<file path="src/rtl/fusion_result_accumulator.sv">
// Saturating lane accumulator for packed fusion-unit product words.
// A job sums len words into 1, 2 or 4 lanes and holds the result until taken.
module fusion_result_accumulator (
  input  logic         clk,
  input  logic         rst,
  input  logic         start,
  input  logic [1:0]   cfga,
  input  logic [1:0]   cfgb,
  input  logic         signed_mode,
  input  logic [7:0]   len,
  input  logic         in_valid,
  output logic         in_ready,
  input  logic [63:0]  in_data,
  output logic         res_valid,
  input  logic         res_ready,
  output logic [127:0] res_data,
  output logic [2:0]   res_lanes,
  output logic [3:0]   res_ovf,
  output logic         busy,
  output logic         cfg_err
);

  typedef enum logic [1:0] {
    IDLE = 2'd0,
    ACC  = 2'd1,
    HOLD = 2'd2
  } state_t;

  state_t state, state_nxt;

  logic             legal;
  logic [2:0]       lanes_new;
  logic             launch;
  logic             accept;
  logic             last;

  logic             sgn;
  logic [7:0]       len_q;
  logic [7:0]       cnt;
  logic [2:0]       lanes_q;
  logic [3:0][31:0] acc;
  logic [3:0]       ovf;
  logic             err_q;

  logic [3:0][31:0] lane;
  logic [3:0]       act;
  logic [3:0][32:0] sum;

  assign legal  = (cfga != 2'b11) && (cfgb != 2'b11);
  assign launch = (state == IDLE) && start && legal;
  assign accept = in_valid && in_ready;
  assign last   = accept && ((cnt + 8'd1) == len_q);

  always_comb begin
    case ({cfga, cfgb})
      4'b1010:          lanes_new = 3'd1;
      4'b1001, 4'b0110: lanes_new = 3'd2;
      default:          lanes_new = 3'd4;
    endcase
  end

  always_ff @(posedge clk) begin
    if (rst) state <= IDLE;
    else     state <= state_nxt;
  end

  always_comb begin
    state_nxt = state;
    case (state)
      IDLE: if (launch) state_nxt = ACC;
      ACC:  if (len_q == 8'd0 || last) state_nxt = HOLD;
      HOLD: if (res_ready) state_nxt = IDLE;
      default: state_nxt = IDLE;
    endcase
  end

  // A zero-length job never raises in_ready, so no word is consumed.
  always_comb begin
    in_ready  = 1'b0;
    res_valid = 1'b0;
    busy      = 1'b0;
    case (state)
      ACC: begin
        in_ready = (cnt != len_q);
        busy     = 1'b1;
      end
      HOLD: begin
        res_valid = 1'b1;
        busy      = 1'b1;
      end
      default: ;
    endcase
  end

  always_comb begin
    lane = '0;
    act  = 4'b0000;
    case (lanes_q)
      3'd1: begin
        lane[0] = in_data[31:0];
        act     = 4'b0001;
      end
      3'd2: begin
        lane[0] = in_data[31:0];
        lane[1] = in_data[63:32];
        act     = 4'b0011;
      end
      3'd4: begin
        for (int k = 0; k < 4; k++)
          lane[k] = {{16{sgn & in_data[16*k+15]}},
                     in_data[16*k +: 16]};
        act = 4'b1111;
      end
      default: ;
    endcase
  end

  // One guard bit catches both signed and unsigned overflow.
  always_comb begin
    for (int k = 0; k < 4; k++) begin
      if (sgn)
        sum[k] = {acc[k][31], acc[k]} + {lane[k][31], lane[k]};
      else
        sum[k] = {1'b0, acc[k]} + {1'b0, lane[k]};
    end
  end

  always_ff @(posedge clk) begin
    if (rst) begin
      sgn     <= 1'b0;
      len_q   <= 8'd0;
      lanes_q <= 3'd0;
      cnt     <= 8'd0;
      acc     <= '0;
      ovf     <= 4'b0000;
      err_q   <= 1'b0;
    end else begin
      err_q <= (state == IDLE) && start && !legal;
      if (launch) begin
        sgn     <= signed_mode;
        len_q   <= len;
        lanes_q <= lanes_new;
        cnt     <= 8'd0;
        acc     <= '0;
        ovf     <= 4'b0000;
      end else if (accept) begin
        cnt <= cnt + 8'd1;
        for (int k = 0; k < 4; k++) begin
          if (act[k]) begin
            if (sgn && (sum[k][32] != sum[k][31])) begin
              acc[k] <= sum[k][32] ? 32'h8000_0000 : 32'h7FFF_FFFF;
              ovf[k] <= 1'b1;
            end else if (!sgn && sum[k][32]) begin
              acc[k] <= 32'hFFFF_FFFF;
              ovf[k] <= 1'b1;
            end else begin
              acc[k] <= sum[k][31:0];
            end
          end
        end
      end
    end
  end

  assign res_data  = acc;
  assign res_lanes = lanes_q;
  assign res_ovf   = ovf;
  assign cfg_err   = err_q;

endmodule
</file>
<file path="config.mk">
export PLATFORM = sky130hd
export DESIGN_NAME = fusion_result_accumulator
export DESIGN_NICKNAME = d
export VERILOG_FILES = /design/src/rtl/fusion_result_accumulator.sv
export SDC_FILE = /design/constraint.sdc
export NUM_CORES = 1
export LEC_CHECK = 0
export BUFFER_PORTS_ARGS = -buffer_cell sky130_fd_sc_hd__buf_2
export CAP_MARGIN = 10
export CORE_ASPECT_RATIO = 1.75
export CORE_MARGIN = 2
export CORE_UTILIZATION = 59
export DETAILED_ROUTE_END_ITERATION = 16
export PLACE_DENSITY = 0.82
export SLEW_MARGIN = 20
export SYNTH_ARGS = -nofsm -noshare
export SYNTH_HDL_FRONTEND = slang
export SYNTH_SLANG_ARGS = --single-unit
export TNS_END_PERCENT = 100
</file>
<file path="constraint.sdc">
create_clock -name clk -period 5.6 [get_ports clk]
set_input_delay 0.28 -clock clk [delete_from_list [all_inputs] [get_ports clk]]
set_output_delay 0.28 -clock clk [all_outputs]
set_load 0.03 [all_outputs]
</file>
; ---- Word level (Yosys, flattened, before mapping)
; Cells that the tools add are included.
[totals]
reg_bits = 155
out_inout_bits = 139
wordCells = 118
in_bits = 82
[classes]
add_sub_neg = 9
bitwise = 4
n_mux = 36
n_reduce_logical = 36
n_eq_ne = 19
[ops]
columns = cell, n
row1 = two-way mux 32 bit, 12
row2 = adder 32 x 32 -> 33 bit, 8
row3 = two-way mux 33 bit, 4
row4 = one-hot mux 32 bit (2 select lines), 2
row5 = two-way mux 64 bit, 1
row6 = AND reduction 3 bit, 5
row7 = logical AND 1 bit, 14
row8 = one-hot mux 4 bit (3 select lines), 1
row9 = two-way mux 1 bit, 11
row10 = inequality test 2 bit (second input constant), 5
row11 = adder 8 x 1 -> 8 bit (second input constant), 1
row12 = equality test 4 bit (second input constant), 2
row13 = equality test 8 bit, 1
row14 = logical NOT 8 bit, 1
row15 = inequality test 8 bit, 1
row16 = AND reduction 2 bit, 4
row17 = nonzero test 2 bit, 4
row18 = OR reduction 2 bit, 4
row19 = two-way mux 2 bit, 3
row20 = one-hot mux 2 bit (3 select lines), 1
row21 = one-hot mux 3 bit (2 select lines), 1
row22 = AND 1 bit, 4
row23 = equality test 4 x 3 -> 1 bit (second input constant), 1
row24 = inequality test 1 bit, 4
row25 = 8 further kinds, 9

; ---- Logic depth before layout (Yosys ltp)
[depth]
word_depth = 9
ltp_mapped = 20
ltp_nobuf = 16

; ---- Worst setup path after synthesis
; OpenSTA, ideal clock, no wires.
[synth_path]
path_type = register -> register
start = register lanes_q[2] (netlist: res_lanes[2])
end = register ovf[3] (netlist: res_ovf[3])
required_time_ns = 5.480
stages_incl_launch_ff = 16
arrival_time_ns = 4.076
n_path_buf = 3
setup_slack_ns = 1.404
path_cell_list = dfxtp_1 > nor3b_1 > clkbuf_1 > clkbuf_1 > and3_1 > ha_1 > clkbuf_1 > nand2_1 > nor2_1 > or2_2 > o31a_1 > o21a_1 > o41a_1 > xnor2_1 > and2_1 > o31a_1
[synth_via]
elab_chain_cells = 8
[synth_lines]
columns = item, line_no
row1 = "start, declared", 40  ; logic [2:0] lanes_q;
row2 = "start signal, assigned", 142  ; lanes_q <= lanes_new;
row3 = equality test 3 bit, 98  ; case (lanes_q)
row4 = two-way mux 64 bit, 98
row5 = "adder 32 x 32 -> 33 bit, on equally long branches", "124, 122"
row6 = two-way mux 33 bit, 121  ; if (sgn)
row7 = inequality test 1 bit, 150  ; if (sgn && (sum[k][32] != sum[k][31])) begin
row8 = logical AND 1 bit, 150
row9 = nonzero test 2 bit (no source line), n/a
row10 = AND reduction 3 bit (no source line), n/a
row11 = "end signal, assigned", 145  ; ovf <= 4'b0000;
row12 = "end signal, assigned by index", 152  ; ovf[k] <= 1'b1;
row13 = "end signal, assigned by index", 155  ; ovf[k] <= 1'b1;
row14 = "end, declared", 42  ; logic [3:0] ovf;
; Parallel ways exist; a longest one is shown, timed or not.
; A chain may end at the register's enable or synchronous reset.

; ---- Worst setup path in the final report
[layout_path]
start = register lanes_q[2] (netlist: res_lanes[2])
end = register acc, in the netlist res_data[89]
[layout_via]
elab_chain_cells = 7
[layout_lines]
columns = item, line_no
row1 = equality test 3 bit, 98
row2 = two-way mux 64 bit, 98
row3 = "adder 32 x 32 -> 33 bit, on equally long branches", "124, 122"
row4 = two-way mux 33 bit, 121
row5 = logical AND 1 bit or inequality test 1 bit (tied branches), "153, 150"
row6 = two-way mux 32 bit or logical AND 1 bit (tied branches), "153, 150"
row7 = two-way mux 32 bit, 150
row8 = "end signal, assigned by index", 151  ; acc[k] <= sum[k][32] ? 32'h8000_0000 : 32'h7FFF_FFFF;
row9 = "end signal, assigned by index", 157  ; acc[k] <= sum[k][31:0];
row10 = "end, declared", 41  ; logic [3:0][31:0] acc;
; Parallel ways exist; a longest one is shown, timed or not.

==> impl_metrics.env <==
export IMPL_relSlewSlack_pct=32.8
export IMPL_endpoint_kind="flip-flop"
export IMPL_grt_pass1_vias=15000
export IMPL_vias_per_cell=6.50
export IMPL_ys_ff_latch=155
export IMPL_synth_warnings=0
export IMPL_synth_common_cells="189 x o21ai_0, 185 x a21oi_1, 155 x dfxtp_1"
export IMPL_syn_nets=2052
export IMPL_path_cells="nor3b_2 > buf_4 > buf_4 > and3_1 > ha_1 > and4_1 > and4_1 > a2bb2oi_1 > o21a_1 > a41o_1 > nor3b_1 > mux2i_1 > o31ai_2 > a211oi_1"
export IMPL_cts_tree="built"
export IMPL_post_drt_wl_per_cell_um=19.6
export IMPL_finalHoldViolCount=0
export IMPL_grt_pass1_wl_mm=72.6
export IMPL_worst_path_buf_inv=2
export IMPL_worst_slew_pin_slew_ns=1.01
export IMPL_wirelength_mm=45.2
export IMPL_ys_seq_area_share_pct=21.7
export IMPL_crit_type="reg2reg"
export IMPL_clkTransAtPathRegs_ns=0.06
export IMPL_synth_cell_types=87
export IMPL_synthFlopType="dfxtp_1"
export IMPL_holdWs_ns=0.0614
export IMPL_synth_top_area_cell="dfxtp_1"
export IMPL_start_kind="flip-flop"
export IMPL_p_leak_nw=7.61
export IMPL_vias=15000
export IMPL_multiInputGateArea_sq_um=10600
export IMPL_clk_path_buf_depth=2
export IMPL_slowest_stage="and3_1"
export IMPL_fin_crit_ns=4.81
export IMPL_cp_required_ns=5.90
export IMPL_ff2ff_setup_slack_ns=0.79
export IMPL_drv_slew=0
export IMPL_reg2reg_depth=14
export IMPL_crit_cells=14
export IMPL_fp_row_count=75
export IMPL_nFillCells=2106
export IMPL_area_growth_synth_to_final_pct=12.8
export IMPL_post_synth_top_count_cell="o21ai_0"
export IMPL_crit_start="res_lanes[2]"
export IMPL_core_sq_um=23900
export IMPL_timing_rr_start="res_lanes[2]"
export IMPL_status="completed"
export IMPL_ys_top_cells_by_area="dfxtp_1 22%, ha_1 12%, o21ai_0 6.6%"
export IMPL_avgSynthCellArea_sq_um=7.79
export IMPL_antenna_left=0
export IMPL_cap_violations=0
export IMPL_preCtsSetupSlack_ns=0.920
export IMPL_cts_sinks=155
export IMPL_rsz0062_at_grt="false"
export IMPL_ir_drop_v=0.000242
export IMPL_async_flop_share_pct=0
export IMPL_clk_latency_ns=0.45
export IMPL_synth_edf_count=0
export IMPL_syn_area_sq_um=14300
export IMPL_grt_overflow_total=0
export IMPL_drt_iter0_markers=1121
export IMPL_setup_violations=0
export IMPL_cts_made_buffers=17
export IMPL_skew_ns=0.00784
export IMPL_setup_slack_ns=0.792
export IMPL_cts_htree_levels=4
export IMPL_gp_congestion=1.06
export IMPL_fin_crit_sh_pct=85.9
export IMPL_fmax_ghz=0.208
export IMPL_place_hpwl_mm=34.5
export IMPL_cts_resized=0
export IMPL_critPathMaxFanout=34
export IMPL_die_area_sq_um=25500
export IMPL_antenna_found_initial=0
export IMPL_die_h_um=210
export IMPL_synth_top_cell_area_share_pct=21.7
export IMPL_crit_end="res_data[89]"
export IMPL_fin_setup_tns_ns=0
export IMPL_arrival_ns=5.11
export IMPL_port_buffers=220
export IMPL_cts_hold_buffers=0
export IMPL_min_path_type="in2reg"
export IMPL_start_util_pct=59.7
export IMPL_crit_family="simple AND/OR/NAND/NOR gates"
export IMPL_synthCells=1833
export IMPL_cts_root_buf="clkbuf_16"
export IMPL_num_io_pins=221
export IMPL_max_stage_delay_ns=0.68
export IMPL_die_w_um=122
export IMPL_antenna_cells=0
export IMPL_drive_gt1_share_pct=17.3
export IMPL_grt_max_degree=67
export IMPL_p_per_area_nw_per_um2=214
export IMPL_seq_area_sq_um=3100
export IMPL_drc=0
export IMPL_finalPower_mw=3.44
export IMPL_firstDrtPassIters=7
export IMPL_fin_nets=2204
export IMPL_timing_rr_end="res_data[89]"
export IMPL_postCtsSetupBuffers=0
export IMPL_grt_usage_pct=35.3
## cells by family after synthesis
logic type | share of synthesized area [%]
AO/OA/AOI/OAI | 36.0
buffers and inverters | 4.21
XOR/XNOR | 8.34
flip-flops | 21.7
multiplexers | 0.499
adder cells (fa/ha/maj) | 12.2
AND/OR/NAND/NOR | 17.0
## where the power goes
part           leakage, nW  internal (mW)  switching, mW  total, mW
logic                 6.06          0.352          0.618      0.970
clock network        0.302          0.764          0.520       1.28
registers             1.25           1.14         0.0436       1.19
## registers in the layout (all words and copies together), names as in the netlist
| signal | count |
|---|---|
| cnt | 8 |
| res_lanes | 3 |
| sgn | 1 |
| res_ovf | 4 |
| state | 2 |
| res_data | 128 |
| cfg_err | 1 |
| len_q | 8 |
## tightest hold or removal path: stages
cell,delay (ns)
buf_2,0.10
nand2_1,0.05
a21oi_1,0.05
## metrics by stage
stage	std cells	instance area [sq um]	util, %
5_1_grt	2306	16100	67.3
2_1_floorplan	1833	14300	-
3_3_place_gp	2274	15500	64.6
3_5_place_dp	2274	15500	64.6
4_1_cts	2306	16100	67.3
6_report	2306	16100	67.3
## cell usage in the layout, fill, tap and decap left out, types with 14 or more instances in the layout
master and instances:
nand2_1 129, a211oi_1 24, a21o_1 92, nor3_1 40, o221a_2 34, a21oi_1 184
ha_1 133, o211ai_1 23, nand3_1 32, inv_1 39, o22ai_1 31, nand2b_1 15
buf_2 220, and2_1 56, nand4_1 18, clkbuf_16 17, o21bai_1 14, a22o_1 16
o21ai_0 189, dfxtp_1 155, xnor2_1 72, nor2_1 118, o21a_1 34, xor2_1 64
buf_4 18, and3_1 18, a31oi_1 14
## routing by layer
metal | global-route usage, % | vias to the layer above | share of wire [%]
li1 | - | 7171 | -
met3 | 6.66 | 174 | 5.7
met2 | 64.7 | 584 | 52
met4 | 21.0 | 0 | 6.1
met5 | 0 | - | 0
met1 | 36.6 | 7052 | 36
## area by class of cell
type / count / share of cell area (%)
multi-input cells: 1534 / 65.8
inverters: 39 / 0.909
clock buffers: 20 / 2.77
well taps: 308 / 2.39
repair buffers: 238 / 7.68
flip-flops and latches: 155 / 19.3
clock inverters: 12 / 1.17
## how the worst min path moves through the flow
| stage | from | endpoint | cells after the start | slack, ns |
|---|---|---|---|---|
| 6_report | len[4] | len_q[4] | 3 | 0.06 |
| 2_1_floorplan | start | cfg_err | 2 | 0.41 |
| 5_1_grt | signed_mode | sgn | 3 | 0.06 |
| 3_3_place_gp | res_data[31] | res_data[31] | 2 | 0.47 |
| 3_5_place_dp | res_data[31] | res_data[31] | 2 | 0.47 |
| 4_1_cts | len[4] | len_q[4] | 3 | 0.04 |
(Power assumes the default switching activity.)
